## config.mk

```make
export PLATFORM = sky130hd
export DESIGN_NAME = uart_core_param
export DESIGN_NICKNAME = d
export VERILOG_FILES = /design/src/rtl/uart_core_param.sv
export SDC_FILE = /design/constraint.sdc
export NUM_CORES = 1
export LEC_CHECK = 0
export CORE_ASPECT_RATIO = 0.9
export CORE_MARGIN = 3
export CORE_UTILIZATION = 30
export CTS_BUF_LIST = sky130_fd_sc_hd__clkbuf_8
export CTS_CLUSTER_SIZE = 30
export DETAILED_ROUTE_END_ITERATION = 10
export PLACE_DENSITY = 0.56
export SLEW_MARGIN = 10
export SYNTH_ARGS = -nofsm -noshare
export SYNTH_HDL_FRONTEND = slang
export SYNTH_SLANG_ARGS = --single-unit
```

## constraint.sdc

```tcl
create_clock -name clk_in -period 4.55 [get_ports clk_in]
set_input_delay 0.455 -clock clk_in [delete_from_list [all_inputs] [get_ports clk_in]]
set_output_delay 0.455 -clock clk_in [all_outputs]
set_load 0.05 [all_outputs]
```

## src/rtl/uart_core_param.sv

```systemverilog
// Parametrised full-duplex UART core: independent TX and RX frame engines sharing one clock,
// with mid-bit RX sampling and per-frame parity/framing error reporting.
module uart_core_param #(
    parameter int DATA_BITS    = 8,
    parameter int PARITY_EN    = 1,
    parameter int PARITY_ODD   = 0,
    parameter int STOP_BITS    = 1,
    parameter int CLKS_PER_BIT = 16
) (
    input  logic                 clk_in,
    input  logic                 rst,
    input  logic                 tx_start,
    input  logic [DATA_BITS-1:0] tx_din,
    output logic                 tx_busy,
    output logic                 tx_done,
    output logic                 tx,
    input  logic                 rx,
    output logic [DATA_BITS-1:0] rx_dout,
    output logic                 rx_valid,
    output logic                 rx_parity_err,
    output logic                 rx_frame_err
);

    localparam int CW = (CLKS_PER_BIT > 1) ? $clog2(CLKS_PER_BIT) : 1;
    localparam int IW = (DATA_BITS > 1) ? $clog2(DATA_BITS) : 1;
    localparam logic [CW-1:0] CNT_LAST  = CW'(CLKS_PER_BIT - 1);
    localparam logic [CW-1:0] CNT_HALF  = CW'(CLKS_PER_BIT / 2 - 1);
    localparam logic [CW-1:0] CNT_ONE   = CW'(1);
    localparam logic [IW-1:0] IDX_LAST  = IW'(DATA_BITS - 1);
    localparam logic [IW-1:0] IDX_ONE   = IW'(1);
    localparam logic          STOP_LAST = 1'(STOP_BITS - 1);

    typedef enum logic [2:0] {
        ST_IDLE   = 3'd0,
        ST_START  = 3'd1,
        ST_DATA   = 3'd2,
        ST_PARITY = 3'd3,
        ST_STOP   = 3'd4
    } state_t;

    function automatic logic parity_of(input logic [DATA_BITS-1:0] d);
        return (PARITY_ODD != 0) ? ~(^d) : (^d);
    endfunction

    state_t                 tx_state_r, tx_state_s;
    logic [CW-1:0]          tx_cnt_r, tx_cnt_s;
    logic [IW-1:0]          tx_idx_r, tx_idx_s;
    logic                   tx_stop_r, tx_stop_s;
    logic [DATA_BITS-1:0]   tx_shift_r, tx_shift_s;
    logic                   tx_par_r, tx_par_s;
    logic                   tx_r, tx_s;
    logic                   tx_busy_r, tx_busy_s;
    logic                   tx_done_r, tx_done_s;

    state_t                 rx_state_r, rx_state_s;
    logic [CW-1:0]          rx_cnt_r, rx_cnt_s;
    logic [IW-1:0]          rx_idx_r, rx_idx_s;
    logic [DATA_BITS-1:0]   rx_shift_r, rx_shift_s;
    logic                   rx_perr_r, rx_perr_s;
    logic                   rx_meta_r, rx_sync_r, rx_prev_r;
    logic [DATA_BITS-1:0]   rx_dout_r, rx_dout_s;
    logic                   rx_valid_r, rx_valid_s;
    logic                   rx_perr_out_r, rx_perr_out_s;
    logic                   rx_ferr_r, rx_ferr_s;

    assign tx            = tx_r;
    assign tx_busy       = tx_busy_r;
    assign tx_done       = tx_done_r;
    assign rx_dout       = rx_dout_r;
    assign rx_valid      = rx_valid_r;
    assign rx_parity_err = rx_perr_out_r;
    assign rx_frame_err  = rx_ferr_r;

    // TX next-state: the line value is computed one cycle ahead so tx leaves a flop
    always_comb begin
        tx_state_s = tx_state_r;
        tx_cnt_s   = tx_cnt_r;
        tx_idx_s   = tx_idx_r;
        tx_stop_s  = tx_stop_r;
        tx_shift_s = tx_shift_r;
        tx_par_s   = tx_par_r;
        tx_s       = tx_r;
        tx_busy_s  = tx_busy_r;
        tx_done_s  = 1'b0;
        case (tx_state_r)
            ST_IDLE: begin
                tx_s      = 1'b1;
                tx_busy_s = 1'b0;
                if (tx_start && !tx_busy_r) begin
                    tx_shift_s = tx_din;
                    tx_par_s   = parity_of(tx_din);
                    tx_cnt_s   = '0;
                    tx_idx_s   = '0;
                    tx_stop_s  = 1'b0;
                    tx_s       = 1'b0;
                    tx_busy_s  = 1'b1;
                    tx_state_s = ST_START;
                end else begin
                    tx_state_s = ST_IDLE;
                end
            end
            ST_START: begin
                if (tx_cnt_r == CNT_LAST) begin
                    tx_cnt_s   = '0;
                    tx_s       = tx_shift_r[0];
                    tx_state_s = ST_DATA;
                end else begin
                    tx_cnt_s = tx_cnt_r + CNT_ONE;
                end
            end
            ST_DATA: begin
                if (tx_cnt_r == CNT_LAST) begin
                    tx_cnt_s = '0;
                    if (tx_idx_r == IDX_LAST) begin
                        if (PARITY_EN != 0) begin
                            tx_s       = tx_par_r;
                            tx_state_s = ST_PARITY;
                        end else begin
                            tx_s       = 1'b1;
                            tx_state_s = ST_STOP;
                        end
                    end else begin
                        tx_idx_s   = tx_idx_r + IDX_ONE;
                        tx_shift_s = {1'b0, tx_shift_r[DATA_BITS-1:1]};
                        tx_s       = tx_shift_r[1];
                    end
                end else begin
                    tx_cnt_s = tx_cnt_r + CNT_ONE;
                end
            end
            ST_PARITY: begin
                if (tx_cnt_r == CNT_LAST) begin
                    tx_cnt_s   = '0;
                    tx_s       = 1'b1;
                    tx_state_s = ST_STOP;
                end else begin
                    tx_cnt_s = tx_cnt_r + CNT_ONE;
                end
            end
            ST_STOP: begin
                if (tx_cnt_r == CNT_LAST) begin
                    tx_cnt_s = '0;
                    if (tx_stop_r == STOP_LAST) begin
                        tx_s       = 1'b1;
                        tx_busy_s  = 1'b0;
                        tx_done_s  = 1'b1;
                        tx_state_s = ST_IDLE;
                    end else begin
                        tx_stop_s = 1'b1;
                    end
                end else begin
                    tx_cnt_s = tx_cnt_r + CNT_ONE;
                end
            end
            default: begin
                tx_s       = 1'b1;
                tx_busy_s  = 1'b0;
                tx_state_s = ST_IDLE;
            end
        endcase
    end

    // TX state and output registers
    always_ff @(posedge clk_in) begin
        if (rst) begin
            tx_state_r <= ST_IDLE;
            tx_cnt_r   <= '0;
            tx_idx_r   <= '0;
            tx_stop_r  <= 1'b0;
            tx_shift_r <= '0;
            tx_par_r   <= 1'b0;
            tx_r       <= 1'b1;
            tx_busy_r  <= 1'b0;
            tx_done_r  <= 1'b0;
        end else begin
            tx_state_r <= tx_state_s;
            tx_cnt_r   <= tx_cnt_s;
            tx_idx_r   <= tx_idx_s;
            tx_stop_r  <= tx_stop_s;
            tx_shift_r <= tx_shift_s;
            tx_par_r   <= tx_par_s;
            tx_r       <= tx_s;
            tx_busy_r  <= tx_busy_s;
            tx_done_r  <= tx_done_s;
        end
    end

    // Two-flop synchroniser plus a delayed copy for falling-edge detection
    always_ff @(posedge clk_in) begin
        if (rst) begin
            rx_meta_r <= 1'b1;
            rx_sync_r <= 1'b1;
            rx_prev_r <= 1'b1;
        end else begin
            rx_meta_r <= rx;
            rx_sync_r <= rx_meta_r;
            rx_prev_r <= rx_sync_r;
        end
    end

    // RX next-state: START re-checks at half a bit, then samples every full bit
    always_comb begin
        rx_state_s    = rx_state_r;
        rx_cnt_s      = rx_cnt_r;
        rx_idx_s      = rx_idx_r;
        rx_shift_s    = rx_shift_r;
        rx_perr_s     = rx_perr_r;
        rx_dout_s     = rx_dout_r;
        rx_valid_s    = 1'b0;
        rx_perr_out_s = rx_perr_out_r;
        rx_ferr_s     = rx_ferr_r;
        case (rx_state_r)
            ST_IDLE: begin
                if (rx_prev_r && !rx_sync_r) begin
                    rx_cnt_s   = '0;
                    rx_state_s = ST_START;
                end else begin
                    rx_state_s = ST_IDLE;
                end
            end
            ST_START: begin
                if (rx_cnt_r == CNT_HALF) begin
                    rx_cnt_s  = '0;
                    rx_idx_s  = '0;
                    rx_perr_s = 1'b0;
                    if (rx_sync_r) begin
                        rx_state_s = ST_IDLE;
                    end else begin
                        rx_state_s = ST_DATA;
                    end
                end else begin
                    rx_cnt_s = rx_cnt_r + CNT_ONE;
                end
            end
            ST_DATA: begin
                if (rx_cnt_r == CNT_LAST) begin
                    rx_cnt_s   = '0;
                    rx_shift_s = {rx_sync_r, rx_shift_r[DATA_BITS-1:1]};
                    if (rx_idx_r == IDX_LAST) begin
                        if (PARITY_EN != 0) begin
                            rx_state_s = ST_PARITY;
                        end else begin
                            rx_state_s = ST_STOP;
                        end
                    end else begin
                        rx_idx_s = rx_idx_r + IDX_ONE;
                    end
                end else begin
                    rx_cnt_s = rx_cnt_r + CNT_ONE;
                end
            end
            ST_PARITY: begin
                if (rx_cnt_r == CNT_LAST) begin
                    rx_cnt_s   = '0;
                    rx_perr_s  = rx_sync_r ^ parity_of(rx_shift_r);
                    rx_state_s = ST_STOP;
                end else begin
                    rx_cnt_s = rx_cnt_r + CNT_ONE;
                end
            end
            ST_STOP: begin
                // Returning to IDLE at mid-stop re-arms the receiver half a bit early
                if (rx_cnt_r == CNT_LAST) begin
                    rx_cnt_s      = '0;
                    rx_dout_s     = rx_shift_r;
                    rx_perr_out_s = (PARITY_EN != 0) && rx_perr_r;
                    rx_ferr_s     = !rx_sync_r;
                    rx_valid_s    = 1'b1;
                    rx_state_s    = ST_IDLE;
                end else begin
                    rx_cnt_s = rx_cnt_r + CNT_ONE;
                end
            end
            default: begin
                rx_cnt_s   = '0;
                rx_state_s = ST_IDLE;
            end
        endcase
    end

    // RX state and output registers
    always_ff @(posedge clk_in) begin
        if (rst) begin
            rx_state_r    <= ST_IDLE;
            rx_cnt_r      <= '0;
            rx_idx_r      <= '0;
            rx_shift_r    <= '0;
            rx_perr_r     <= 1'b0;
            rx_dout_r     <= '0;
            rx_valid_r    <= 1'b0;
            rx_perr_out_r <= 1'b0;
            rx_ferr_r     <= 1'b0;
        end else begin
            rx_state_r    <= rx_state_s;
            rx_cnt_r      <= rx_cnt_s;
            rx_idx_r      <= rx_idx_s;
            rx_shift_r    <= rx_shift_s;
            rx_perr_r     <= rx_perr_s;
            rx_dout_r     <= rx_dout_s;
            rx_valid_r    <= rx_valid_s;
            rx_perr_out_r <= rx_perr_out_s;
            rx_ferr_r     <= rx_ferr_s;
        end
    end

endmodule

```

==> impl.org, run 1 <==
** Run status
- The run finished with clean final reports.

** Worst setup path
- The worst setup path is captured at a register.
- Cell count of the worst reg-to-reg path :: 5
- In this run the worst path has a maximum fanout of 11.
- Start-to-end type of the worst setup path :: register to register
- Internal reg-to-reg setup slack :: 2.41 ns
- Data arrival time of the critical path :: 2.38 ns
- Startpoint kind of the worst setup timing path :: register
- Data on the critical path is required at its endpoint by 4.79 ns.

** Cells and area
- Proportion of layout cells with a drive suffix above 1 :: 0.0703
- Area growth syn-to-layout :: 15.9%
- Most common library cell in the layout ignoring fill and taps :: dfxtp_1
- In the layout the commonest cells are 55 x dfxtp_1, 29 x a21oi_1, 26 x nand2_1.
- After filler insertion, the fill cell instance count of the layout stands at 875.
- 0 antenna diodes ended up in the layout.
- The final layout contains 330 nets.

** Clock network
- After clock tree synthesis, the clock-pin slew on the worst setup and hold paths is 0.11 ns.
- Clock Sink Count :: 55
- Counting the buffers created by CTS gives 5.
- In this run the clock root is driven by a clkbuf_8.
- Latest clock arrival within the worst-skew pair :: 0.32 ns
- Maximum level of the CTS H-tree :: 2
- The number of setup buffers added after CTS is 0.
- Gates resized during post-CTS repair numbered 0.
- CTS tree :: yes
- Quantity of hold-fixing buffers added after cts :: 0
- Maximum clock insertion buffer count :: 2

** Logic synthesis
- Averaged over all synthesized cells, the footprint is 8.89 sq um.
- Ranked by total cell area, the synthesized netlist is headed by dfxtp_1 42%, mux2i_1 6.9%, a21oi_1 5.5%.
- The Yosys step of the flow raised 0 warnings.
- The synthesized design spends more area on one cell type than any other, namely dfxtp_1.
- Post-synthesis sequential element count :: 55
- When the netlist entered floorplanning its net count stood at 314.
- Synth cell types :: 48
- After technology mapping, the gate count stands at 296.
- The mapped netlist covers 2630 sq um.
- For this run, the leading register cell type out of synthesis is dfxtp_1.
- FFs w/ async S/R, synth :: 0
- The share of synthesized area in the top cell type comes to 0.419.
- Counting flops with a built-in enable in the synthesized netlist gives 0.
- Of the synthesized area, sequential elements account for 0.419.

** Power
- Internal Power :: 0.000656 W
- Lkg Pwr :: 1.06 nW
- Peak VDD IR :: 0.119 mV
- The design draws 0.000909 W.
- Relative contribution of the clock network to total power :: 0.316
- Logic gate share of total power :: 0.121
- The analysis attributes to net switching a power of 0.000253 W.
- For this design the ratio of total power to cell area is 298 nW/um^2.
- Of the total power, the share spent switching nets is 0.278.
- Portion of total power attributed to sequential cells :: 0.564

** Floorplanning
- Number of rows created at floorplan :: 31
- Die Footprint :: 9930 sq um
- Floorplan Core Area :: 8300 sq um
- In this run the horizontal extent of the chip is 105 microns.
- In this run the count of I/O pins placed on the die edge is 26.
- The floorplan step set the die height to 94.8 microns.
- Initial core utilization :: 0.317

** Route
- DR pass1 iterations :: 4
- DRT Wirelength :: 5410 microns
- The final route contains 2128 vias.
- For this run, design rule violations remaining after detail routing come to 0.
- DR top layer :: met4
- After detailed routing, the met2 layer carries 2440 microns of wire.
- For this block, wires on met1 add up to 2720 microns.
- The first routing iteration left 159 violations.
- Antenna Nets Post-Route :: 0
- Average wire per standard cell :: 12.6 microns
- Using the TritonRoute via totals, the vias-per-cell ratio works out to 4.97.
- Detailed-routed wire length on met3 :: 168 microns

** Flow run
- Maxcap violations :: 0

** Global route
- The via count of the first global-routing pass was 1947.
- Antenna violations before repair :: 0
- Total global routing track utilization :: 0.113
- The first global-routing pass estimated 9250 microns of wire.
- Entering global routing, the biggest net connects 58 pins.
- The total overflow left after global routing is 0.

** Timing
- Upper clock frequency limit :: 0.468 GHz
- Setup repair after global routing missed its margin :: false
- Final Max Slew Viols :: 0
- For the pin with the worst max-slew slack, the measured transition is 1.00 ns.
- In the finished design, the share of the clock period the worst path needs comes to 0.470.
- Setup violations remaining at the end of the flow were counted as 0.
- Hold violation total from the final report :: 0
- For the final routed database, the setup TNS stands at 0 ns.
- Post-layout minimum cycle time :: 2.14 ns
- Final worst clock skew :: 0.00967 ns
- The worst pin sits at a relative slew slack of 0.332.

** Min path
- Number of cells on the worst hold path :: 1
- Hold WC Path Type :: register to register

** Placed design
- Detailed-placement wirelength estimate :: 3660 microns
- Final estimated routing congestion in global placement :: 0.781
- Port-buffer cells :: 25
critical path: stages (launching register included):
cell	delay (ns)
dfxtp_1	0.37
ha_1	0.28
nand3_2	0.13
or4b_4	0.65
or3b_2	0.50
a21oi_1	0.14
sequential cells by signal, summed over array words and instances (netlist names), 3 cells and up:
signal      flops
rx_cnt_r        4
rx_dout         8
rx_idx_r        3
rx_shift_r      8
rx_state_r      3
tx_cnt_r        4
tx_idx_r        3
tx_shift_r      8
tx_state_r      3
final cells by class:
type / count / area (sq um) / area share
tap: 115 / 144 / 0.0472
sequential: 55 / 1100 / 0.361
clock buffer: 5 / 68.8 / 0.0226
inverter: 4 / 15.0 / 0.00493
multi-input combinational: 220 / 1440 / 0.473
timing repair buffer: 26 / 253 / 0.0829
clock inverter: 3 / 23.8 / 0.00780
routing by layer:
metal | GRT usage | vias to the layer above
li1 | - | 1090
met1 | 0.157 | 1000
met2 | 0.174 | 31
met3 | 0.0219 | 7
met4 | 0.0393 | 0
met5 | 0 | -
cells by family (layout without fill, tap and decap cells):
logic type / count (synthesis) / in the layout / share of synthesized area
AOI/OAI and AO/OA: 72 / 72 / 0.171
muxes: 18 / 18 / 0.0685
DFF: 55 / 55 / 0.419
and+or+nand+nor: 110 / 110 / 0.223
xor gates and xnor gates: 14 / 14 / 0.0571
adders and majority gates: 6 / 6 / 0.0285
buffers and inverters: 21 / 38 / 0.0328
power groups by stage:
stage	sequential, W	combinational [W]	clock, W
2_1_floorplan	0.000525	0.0000757	0
6_report	0.000512	0.000110	0.000287
5_1_grt	0.000516	0.000123	0.000313
3_3_place_gp	0.000524	0.000109	0
3_5_place_dp	0.000524	0.000110	0
4_1_cts	0.000513	0.000111	0.000297
final timing paths:
kind                                     to   startpoint
worst max-delay path            rx_idx_r[2]  rx_cnt_r[0]
worst min-delay path              rx_sync_r    rx_meta_r
worst min register to register    rx_sync_r    rx_meta_r
worst max register to register  rx_idx_r[2]  rx_cnt_r[0]
through the flow:
stage          instances  utilization  area (sq um)  hold WS [ns]  setup WS (ns)
2_1_floorplan        296            -          2630         0.389           2.62
3_5_place_dp         420        0.356          2960         0.398           2.35
5_1_grt              428        0.367          3050         0.475           2.26
3_3_place_gp         420        0.356          2960         0.391           2.39
6_report             428        0.367          3050         0.427           2.41
4_1_cts              428        0.367          3050         0.441           2.41
Yosys cell counts, types with 4 or more instances:
cell type  number
nor2_1         25
a21oi_1        29
clkbuf_1       15
and3_1          4
mux2i_1        18
a211oi_1       12
nand2b_1        5
ha_1            6
nand3_1         5
inv_1           4
o21ai_0        11
nor3_1          9
nand2_1        26
or2_2           5
nor2b_1         6
dfxtp_1        55
xnor2_1         9
(Power assumes the default switching activity.)
==> inputs of run 2 (changes only) <==
==> constraint.sdc (replaced) <==
create_clock -name clk_in -period 2.2 [get_ports clk_in]
set_input_delay 0.22 -clock clk_in [delete_from_list [all_inputs] [get_ports clk_in]]
set_output_delay 0.22 -clock clk_in [all_outputs]
set_load 0.05 [all_outputs]
==> impl.org, run 2 (synthesis gave the netlist of run 1 again) <==
** Min path
- The worst min-delay path class is register to register (unchanged).
- The number of stages on the worst hold path was 1 (unchanged).

** Timing
- The minimum clock period after layout came to 2.05 ns (was 2.14 ns).
- Final clock period utilization by the worst path :: 0.931 (was 0.470)
- The tightest hold margin was 0.414 ns (was 0.427 ns).
- The clock tree skew after final layout came to 0.0101 ns (was 0.00967 ns).
- The setup TNS after final layout is 0 ns (unchanged).
- Upper clock frequency limit :: 0.488 GHz (was 0.468 GHz)
- The worst slew margin relative to its limit is 0.523 (was 0.332).
- Transition at the pin with the smallest max-transition slack :: 0.715 ns (was 1.00 ns)
- Setup repair after global routing missed its margin: false (unchanged).
- The final number of setup-violating endpoints is 0 (unchanged).
- The number of failing hold endpoints at the final stage came to 0 (unchanged).
- Final Max Slew Viols :: 0 (unchanged)

** Clock network
- The clock transition at the register clock pins on the worst setup and hold paths after CTS was 0.10 ns (was 0.11 ns).
- TritonCTS buffer count :: 5 (unchanged)
- Clock Sink Count :: 55 (unchanged)
- The H-tree depth came to 2 (unchanged).
- Quantity of hold-fixing buffers added after cts :: 0 (unchanged)
- Number of gates resized after CTS :: 0 (unchanged)
- The clock root buffer was clkbuf_8 (unchanged).
- The total setup buffers inserted after CTS came to 0 (unchanged).
- The source-to-sink clock delay at the later pin of the worst-skew pair was 0.31 ns (was 0.32 ns).
- CTS tree :: yes (unchanged)
- The deepest clock path buffer count was 2 (unchanged).

** Route
- The number of iterations in the first detailed-routing pass came to 4 (unchanged).
- Antenna Nets Post-Route :: 0 (unchanged)
- The total number of vias was 2115 (was 2128).
- The iteration-0 DRC count of the detailed router was 90 (was 159).
- Average wire per standard cell :: 12.6 microns (about the same)
- The via-per-instance ratio came to 4.87 (was 4.97).
- DRT Wirelength :: 5460 microns (was 5410 microns)
- Number of design rule violations left after detail routing :: 0 (unchanged)

** Worst setup path
- The depth of the worst register-to-register path is 5 (unchanged).
- Number of cells on the critical path :: 5 (unchanged)
- Required time worst endpoint :: 2.43 ns (was 4.79 ns)
- Worst stage delay on the critical path :: 0.57 ns (was 0.65 ns)
- Cell Chain, Critical Path :: ha_1 -> nand3_2 -> or4b_4 -> or3b_2 -> a21oi_1 (unchanged)
- The category of the worst setup path capture point was a register (unchanged).
- The total buffers and inverters traversed by the critical path came to 0 (unchanged).
- Data arrival time of the critical path :: 2.28 ns (was 2.38 ns)
- The biggest fanout along the worst timing path came to 6 (was 11).
- Startpoint kind of the worst setup timing path :: register (unchanged)
- Cell with the largest stage delay on the worst path :: or4b_4 (unchanged)
- The cell family contributing the most delay on the critical path is simple AND/OR/NAND/NOR gates (unchanged).
- Start-to-end type of the worst setup path :: register to register (unchanged)

** Cells and area
- The count of non-filler cells in the finished layout is 434 (was 428).
- The final non-filler cell area was 3100 sq um (was 3050 sq um).
- Proportion of layout cells with a drive suffix above 1 :: 0.0878 (was 0.0703)
- Most common library cell in the layout ignoring fill and taps :: dfxtp_1 (unchanged)
- Antenna diodes :: 0 (unchanged)
- The layout filler cell count is 881 (was 875).
- Area growth syn-to-layout :: 18.0% (was 15.9%)
- The final net count was 336 (was 330).
- Commonest cells after routing, fill and taps aside: 55 x dfxtp_1, 29 x a21oi_1, 26 x nand2_1 (unchanged).

** Global route
- The global-route wire length before repair is 9530 microns (was 9250 microns).
- The via count of the first global-routing pass is 2097 (was 1947).
- The global route total overflow is 0 (unchanged).
- Antenna violations before repair :: 0 (unchanged)
- The total global routing track utilization was 0.116 (was 0.113).
- Pin count of the biggest net entering global routing :: 40 (was 58)

** Floorplanning
- The floorplan row count came to 31 (unchanged).
- Number of I/O pins :: 26 (unchanged)
- The die boundary height came to 94.8 microns (unchanged).
- Chip Width :: 105 microns (unchanged)
- Die Footprint :: 9930 sq um (unchanged)
- Initial core utilization :: 0.317 (unchanged)
- Floorplan Core Area :: 8300 sq um (unchanged)

** Placed design
- Number of placed cells counting well taps :: 426 (was 420)
- Port-buffer cells :: 25 (unchanged)
- Cell area after placement :: 3000 sq um (was 2960 sq um)
- Detailed-placement wirelength estimate :: 3790 microns (was 3660 microns)
- Final estimated routing congestion in global placement :: 0.740 (was 0.781)

** Power
- Lkg Pwr :: 1.10 nW (was 1.06 nW)
- The power density over cell area was 617 nW/um^2 (was 298 nW/um^2).
- The worst supply voltage drop on vdd was 0.233 mV (was 0.119 mV).

** Flow run
- Maxcap violations :: 0 (unchanged)

** Run status
- Run status: completed (unchanged).
[run 2: cell types whose count changed in the layout (fill, tap and decap cells not counted), sizes merged]
cell / previous run / this run
clkinv: 1 / 0
buf: 2 / 8
clkbuf: 5 / 7
inv: 5 / 4
[run 2: worst paths after layout]
kind	from	to	slack [ns]
worst max-delay path	rx_cnt_r[0]	rx_idx_r[2]	0.15
worst min-delay path	rx_meta_r	rx_sync_r	0.41
worst max register to register	rx_cnt_r[0]	rx_idx_r[2]	0.15
worst min register to register	rx_meta_r	rx_sync_r	0.41
[run 2: through the flow]
| step | util | total power, W | setup WS [ns] |
|---|---|---|---|
| floorplan | - | 0.00124 | 0.265 |
| global placement | 0.361 | 0.00132 | 0.241 |
| detailed placement | 0.361 | 0.00132 | 0.195 |
| CTS | 0.374 | 0.00194 | 0.157 |
| global route | 0.374 | 0.00202 | 0.00434 |
| finish | 0.374 | 0.00192 | 0.152 |
[run 2: report_power, final]
group,switching [W],internal (W)
sequential,0.0000309,0.00103
clock,0.000332,0.000287
combinational,0.000133,0.000103
total,0.000496,0.00142
[run 2: per-layer routing]
layer / wire length, microns / GRT usage
met5: 0 / 0
met4: 84 / 0.0448
met3: 109 / 0.0294
met2: 2340 / 0.183
met1: 2930 / 0.152
[run 2: layout make-up]
| class | count | area, sq um | area share |
|---|---|---|---|
| multi-input cells | 220 | 1440 | 0.465 |
| flip-flops and latches | 55 | 1100 | 0.355 |
| clock inverters | 1 | 7.51 | 0.00242 |
| clock buffers | 7 | 96.3 | 0.0310 |
| repair buffers | 32 | 298 | 0.0959 |
| inverters | 4 | 15.0 | 0.00484 |
| well taps | 115 | 144 | 0.0464 |
